--- src/rtl/uart_tx_baud_pkg.sv ---
// uart_tx_baud_pkg: FSM state encoding and parity codes shared by the UART transmitter files
package uart_tx_baud_pkg;
  typedef enum logic [2:0] {S_IDLE, S_ARM, S_START, S_DATA, S_PAR, S_STOP} state_e;
  localparam int PAR_NONE = 0;
  localparam int PAR_EVEN = 1;
  localparam int PAR_ODD  = 2;
endpackage

--- src/rtl/uart_tx_baud_edge.sv ---
// uart_tx_baud_edge: synchronizes the divided baud wave and emits a one-cycle tick per rising edge
module uart_tx_baud_edge (
  input  logic clk_in,
  input  logic rst,
  input  logic baud_in,
  output logic tick_o
);
  logic [2:0] s_q;
  always_ff @(posedge clk_in or posedge rst)
    if (rst) s_q <= '0;
    else     s_q <= {s_q[1:0], baud_in};
  assign tick_o = s_q[1] & ~s_q[2];
endmodule

--- src/rtl/uart_tx_baud.sv ---
// uart_tx_baud: serial transmitter clocked by baud ticks, start/data/parity/stop, LSB first
module uart_tx_baud
  import uart_tx_baud_pkg::*;
#(
  parameter int DATA_BITS = 8,
  parameter int PARITY    = 0,
  parameter int STOP_BITS = 1
) (
  input  logic                 clk_in,
  input  logic                 rst,
  input  logic                 baud_in,
  input  logic [DATA_BITS-1:0] data,
  input  logic                 start,
  output logic                 ready,
  output logic                 tx
);
  localparam int CW = $clog2(DATA_BITS);
  localparam bit HAS_PAR = PARITY != PAR_NONE;
  state_e               state_q, state_d;
  logic [DATA_BITS-1:0] sh_q, sh_d;
  logic [CW-1:0]        cnt_q, cnt_d;
  logic                 tx_q, tx_d, ready_q, ready_d, par_q, par_d, tick;
  uart_tx_baud_edge u_edge (
    .clk_in (clk_in),
    .rst    (rst),
    .baud_in(baud_in),
    .tick_o (tick)
  );
  always_ff @(posedge clk_in or posedge rst)
    if (rst) begin
      state_q <= S_IDLE;
      sh_q    <= '0;
      cnt_q   <= '0;
      tx_q    <= 1'b1;
      ready_q <= 1'b1;
      par_q   <= 1'b0;
    end else begin
      state_q <= state_d;
      sh_q    <= sh_d;
      cnt_q   <= cnt_d;
      tx_q    <= tx_d;
      ready_q <= ready_d;
      par_q   <= par_d;
    end
  // cnt indexes data bits in DATA and counts stop-bit ticks in STOP
  always_comb begin
    state_d = state_q;
    sh_d    = sh_q;
    cnt_d   = cnt_q;
    tx_d    = tx_q;
    ready_d = ready_q;
    par_d   = par_q;
    case (state_q)
      S_IDLE: if (start && ready_q) begin
        sh_d    = data;
        par_d   = (PARITY == PAR_EVEN) ? ^data : ~^data;
        ready_d = 1'b0;
        state_d = S_ARM;
      end
      S_ARM: if (tick) begin
        tx_d    = 1'b0;
        state_d = S_START;
      end
      S_START: if (tick) begin
        tx_d    = sh_q[0];
        cnt_d   = '0;
        state_d = S_DATA;
      end
      S_DATA: if (tick) begin
        if (cnt_q == CW'(DATA_BITS - 1)) begin
          tx_d    = HAS_PAR ? par_q : 1'b1;
          cnt_d   = '0;
          state_d = HAS_PAR ? S_PAR : S_STOP;
        end else begin
          tx_d  = sh_q[1];
          sh_d  = sh_q >> 1;
          cnt_d = cnt_q + 1'b1;
        end
      end
      S_PAR: if (tick) begin
        tx_d    = 1'b1;
        cnt_d   = '0;
        state_d = S_STOP;
      end
      S_STOP: if (tick) begin
        if (cnt_q == CW'(STOP_BITS - 1)) begin
          ready_d = 1'b1;
          state_d = S_IDLE;
        end else cnt_d = cnt_q + 1'b1;
      end
      default: state_d = S_IDLE;
    endcase
  end
  assign ready = ready_q;
  assign tx    = tx_q;
endmodule
--- config.mk ---
export PLATFORM = sky130hd
export DESIGN_NAME = uart_tx_baud
export DESIGN_NICKNAME = d
export VERILOG_FILES = /design/src/rtl/uart_tx_baud_pkg.sv /design/src/rtl/uart_tx_baud_edge.sv /design/src/rtl/uart_tx_baud.sv
export SDC_FILE = /design/constraint.sdc
export NUM_CORES = 1
export LEC_CHECK = 0
export CORE_UTILIZATION = 50
export CTS_CLUSTER_SIZE = 28
export DETAILED_ROUTE_END_ITERATION = 6
export DONT_BUFFER_PORTS = 1
export PLACE_DENSITY = 0.71
export SLEW_MARGIN = 15
export SYNTH_ARGS = -nofsm -noshare
export SYNTH_HDL_FRONTEND = slang
export SYNTH_HIERARCHICAL = 1
export SYNTH_SLANG_ARGS = --single-unit
--- constraint.sdc ---
create_clock -name clk_in -period 3.5 [get_ports clk_in]
set_input_delay 0.35 -clock clk_in [delete_from_list [all_inputs] [get_ports clk_in]]
set_output_delay 0.35 -clock clk_in [all_outputs]
set_load 0.1 [all_outputs]
* Word-level counts from Yosys, hierarchy flattened
Cells that the tools add are included.
** Storage, ports and cells
- Input bits :: 12
- Output and inout port bits :: 2
- Word-level logic and storage cells :: 68
- Flip-flop bits (word level) :: 19
** Operators by class
- $add $sub $neg :: 1
- Reductions and logical operators :: 13
- Equal/unequal tests :: 17
- Bitwise gates (word level) :: 2
- Multiplexer cells :: 29
** Operator list (count)
- 3-bit 2-to-1 mux :: 13
- 8-bit 2-to-1 mux :: 3
- 2-bit inequality test (second input constant) :: 10
- 3-bit case mux with 6 select lines :: 1
- 8-bit case mux with 2 select lines :: 1
- 5-bit AND reduction :: 2
- 3-bit equality test (second input constant) :: 3
- 3-bit case mux with 3 select lines :: 1
- 1-bit 2-to-1 mux :: 8
- 4-bit AND reduction :: 2
- 8-bit AND reduction :: 1
- 3-bit by 2-bit equality test with 1-bit output (second input constant) :: 2
- 3-bit logical NOT :: 2
- 1-bit case mux with 4 select lines :: 1
- 2-bit nonzero test :: 2
- 4-bit nonzero test :: 1
- 3-bit by 1-bit adder with 3-bit output (second input constant) :: 1
- 3-bit by 1-bit equality test with 1-bit output (second input constant) :: 1
- 3-bit nonzero test :: 1
- 2-bit by 1-bit inequality test with 1-bit output (second input constant) :: 1
- 1-bit case mux with 2 select lines :: 1
- 2-bit OR reduction :: 1
- 1-bit bitwise AND :: 1
- 1-bit logical AND :: 1
- 1-bit inverter :: 1

* Logic depth before layout (Yosys ltp)
- Depth in word-level cells :: 4
- Gate-level depth with buffers :: 5
- Depth with buffers taken out :: 5

* Modules after synthesis
Netlist, hierarchy kept.
** Modules (own cells, without submodules)
- uart_tx_baud :: instances 1, area an instance 1017.2 µm², cells an instance 89, seq. area each 402.9 µm²
- uart_tx_baud_edge :: instances 1, area an instance 92.6 µm², cells an instance 5, seq. area each 75.1 µm²

* Least setup slack after synthesis
Ideal clock, no wire load.
- Kind :: register -> register
- Start point :: register ready_q (netlist: ready)
- End point :: register sh_q[0]
- Cell stages (with the launch flop) :: 4
- Data required time :: 3.375 ns
- Path slack :: 1.655 ns
- Data arrival time :: 1.720 ns
- Path buffers :: 0
- Cell sequence :: dfstp_2 > nand4bb_1 > a21oi_4 > mux2_2
** On the way
- Word-level cells in the longest chain between the ends :: 3
** RTL lines
- start, declared :: line uart_tx_baud.sv:22 : logic tx_q, tx_d, ready_q, ready_d, par_q, par_d, tick;
- start signal, assigned :: line uart_tx_baud.sv:42 : ready_q <= ready_d;
- 1-bit logical AND :: line uart_tx_baud.sv:54 : S_IDLE: if (start && ready_q) begin
- 2-bit inequality test (no source line)
- 4-bit AND reduction (no source line)
- end signal, assigned :: line uart_tx_baud.sv:32 : sh_q <= '0;
- end signal, assigned :: line uart_tx_baud.sv:39 : sh_q <= sh_d;
- end, declared :: line uart_tx_baud.sv:20 : logic [DATA_BITS-1:0] sh_q, sh_d;
Every way passes these cells.
A chain may end at the register's enable or synchronous reset.

* Final worst setup path
- Start point :: register ready_q (netlist: ready)
- End point :: register sh_q[5]
Same word-level chain as after synthesis.

==> metrics.csv <==
stage,metric,value,unit
outcome,status,"complete, but fails checks",
outcome,failing checks,hold timing,
sta,hold violation total from the final report,14,
cts,Clock Latency Late Sink,0.31,ns
cells_and_area,"commonest non-fill, non-tap cell in the layout",dfrtp_1,
global_routing,GRT overflow,0,
critical_path,r2r worst-path depth,3,
power_and_ir_drop,Comb pwr share,0.367,
sta,final setup fails,0,
critical_path,WP data arrival,2.16,ns
cts,H-tree Lvls,1,
placement,DP HPWL,1.387,mm
global_routing,Total GRT Usage,0.1922,
drt,Detail Route Antenna Nets,0,
floorplanning,Die ar.,0.002412,mm^2
logic_synthesis,synthesized netlist cell count,94,
cells_and_area,most frequent cells in the layout,"17 x dfrtp_1, 14 x mux2_2, 8 x inv_1, 4 x ha_1",
critical_path,worst path required time,3.70,ns
drt,Via Count,697,
critical_path,CP startpoint kind,register,
floorplanning,die width,49.11,um
floorplanning,area of the core,0.002022,mm^2
logic_synthesis,synth warn,6,
cts,TritonCTS Buffers,3,
critical_path,crit path capture type,register,
drt,initial DRC count,6,
drt,vias per inst,5.808,
cells_and_area,# diodes,0,
logic_synthesis,syn_nets,110,
sta,WHS,-0.02689,ns
sta,Final TNS setup,0,ns
placement,GP Congestion,0.7581,
sta,Max Clk Rate,509.3,MHz
floorplanning,Die Y,49.11,um
logic_synthesis,Main synth FF type,dfrtp_1,
logic_synthesis,"Cell Area, Synth",0.001110,mm^2
critical_path,CP Capture Point,sh_q[5],
cts,Root Driver,clkbuf_4,
cts,"Clk pin slew, worst setup/hold paths",0.11,ns
critical_path,Worst Path Max Fanout,8,
power_and_ir_drop,Flop pwr share,0.506,
cts,post-CTS setup buffer count,0,
cts,Bufs on Longest Clock Path,2,
global_routing,vias in the first global route,731,
critical_path,CP Launch Point,ready,
global_routing,first-pass GRT wire length,3.429,mm
cts,CTS tree,done,
cells_and_area,Area Overhead vs Synth,3.157,%
global_routing,maximum number of pins on one net before global-route repair,18,
critical_path,flop2flop setup slack,1.54,ns
power_and_ir_drop,Cell Pwr Density,804.7,mW/mm^2
drt,Detailed Routing Iterations Pass 1,2,
power_and_ir_drop,Sw Share,0.4073,
sta,RSZ-0062 raised after global routing,no,
drt,WL/cell,16.17,um
logic_synthesis,post-synthesis sequential area ratio,0.4307,
sta,final clock skew,0.005876,ns
logic_synthesis,syn avg cell area,11.81,um^2
sta,Final Max Tran Viols,0,
min_path,HP Class,in -> async,
power_and_ir_drop,NetSw,0.3752,mW
sta,final worst path period need,1.964,ns
logic_synthesis,Synth Register Bits,19,
sta,Worst-Margin Slew,0.5963,ns
drt,DRT Wirelength,1.940,mm
cts,Clock Sinks,19,
critical_path,Setup CP Type,reg -> reg,
cells_and_area,Nets,110,
critical_path,reg2reg end,sh_q[5],
floorplanning,I/O Pins,14,
floorplanning,# rows,16,
power_and_ir_drop,Internal,0.5461,mW
power_and_ir_drop,Leakage,0.5094,nW
logic_synthesis,Synth cell types,36,
power_and_ir_drop,VDD IR max,0.4897,mV
run,max-cap check violation count,0,
drt,drt drc,0,
global_routing,initial antenna violation count,0,
floorplanning,initial core utilization,0.5489,
sta,fin crit share,0.5610,
sta,Slew headroom,0.6025,
logic_synthesis,Post-synth ARST share,1.000,
power_and_ir_drop,clock share of power,0.126,
cells_and_area,layout cells sized above 1,0.2903,
logic_synthesis,number of enable flip-flop cells after synthesis,0,
placement,number of port buffers,0,
critical_path,R2R Path Start,ready,
## layer usage
metal  GRT usage  wire length (um)
met3     0.04361                49
met4      0.1176                58
met5           0                 0
met1      0.2405               954
met2      0.2991               877
## cells by family after synthesis
group | share of synthesized area
simple gates | 0.1364
flops | 0.4307
buf+inv | 0.05862
xor+xnor | 0.01466
compound gates | 0.1454
mux | 0.1691
fa+ha+maj | 0.04510
## metrics by stage
step	setup slack [ns]	std cells	area (um^2)	utilization	total power, mW
after floorplan	1.655	94	1110	-	0.7492
after global routing	1.471	120	1145	0.5662	0.9908
final	1.536	120	1145	0.5662	0.9213
after CTS	1.535	120	1145	0.5662	0.9262
after global placement	1.587	115	1109	0.5483	0.7849
after detailed placement	1.555	115	1109	0.5483	0.8081
## state kept, by name, summed over array words and instances, names as in the netlist
name and count:
cnt_q 3, ready 1, sh_q 8, state_q 3, tx 1, u_edge/s_q 3
## area by class of cell
class / count / area [um^2]
clock buffers: 4 / 26.28
fillers: 181 / 877.1
inverters: 8 / 30.03
multi-input cells: 61 / 566.8
flip-flops and latches: 19 / 478.0
well taps: 27 / 33.78
repair buffers: 1 / 10.01
## critical path: stages, from the launching register on
cell	delay (ns)
dfstp_2	0.90
nand4bb_1	0.23
a21oi_4	0.34
mux2_2	0.38
## power groups by stage
stage          Sequential (mW)  Clock (mW)  Combinational, mW
3_5_place_dp             0.470           0              0.338
5_1_grt                  0.479       0.129              0.383
2_1_floorplan            0.420           0              0.329
6_report                 0.467       0.116              0.338
4_1_cts                  0.465       0.119              0.342
3_3_place_gp             0.462           0              0.322
## synth_stat cells, drive strengths merged (2+ instances only)
library cell	instances	area, um^2
o21ai	3	15.01
nor2b	3	26.27
ha	4	50.05
a21o	2	15.01
inv	8	30.03
nand2b	2	12.51
buf	5	31.28
mux2i	3	30.03
dfrtp	17	425.4
o2111ai	2	17.52
nor2	3	11.26
a21oi	4	31.28
dfstp	2	52.55
nand2	3	11.26
or3b	2	17.52
mux2	14	157.7
## worst min path at each step
stage	start	end	slack, ns	depth (start not counted)
finish	rst	cnt_q[2]	-0.03	1
global route	rst	sh_q[1]	0.02	1
CTS	rst	cnt_q[2]	0.009	1
detailed placement	rst	u_edge/s_q[1]	0.11	1
global placement	rst	u_edge/s_q[0]	0.11	1
floorplan	rst	u_edge/s_q[0]	0.10	1
## repair_timing
action | 4_1_cts | 5_1_grt
hold buffers | 1 | 0
endpoints found under the hold margin | 3 | 0
resized for setup | 0 | 0
Note: power is estimated with default switching activity, not from simulation.
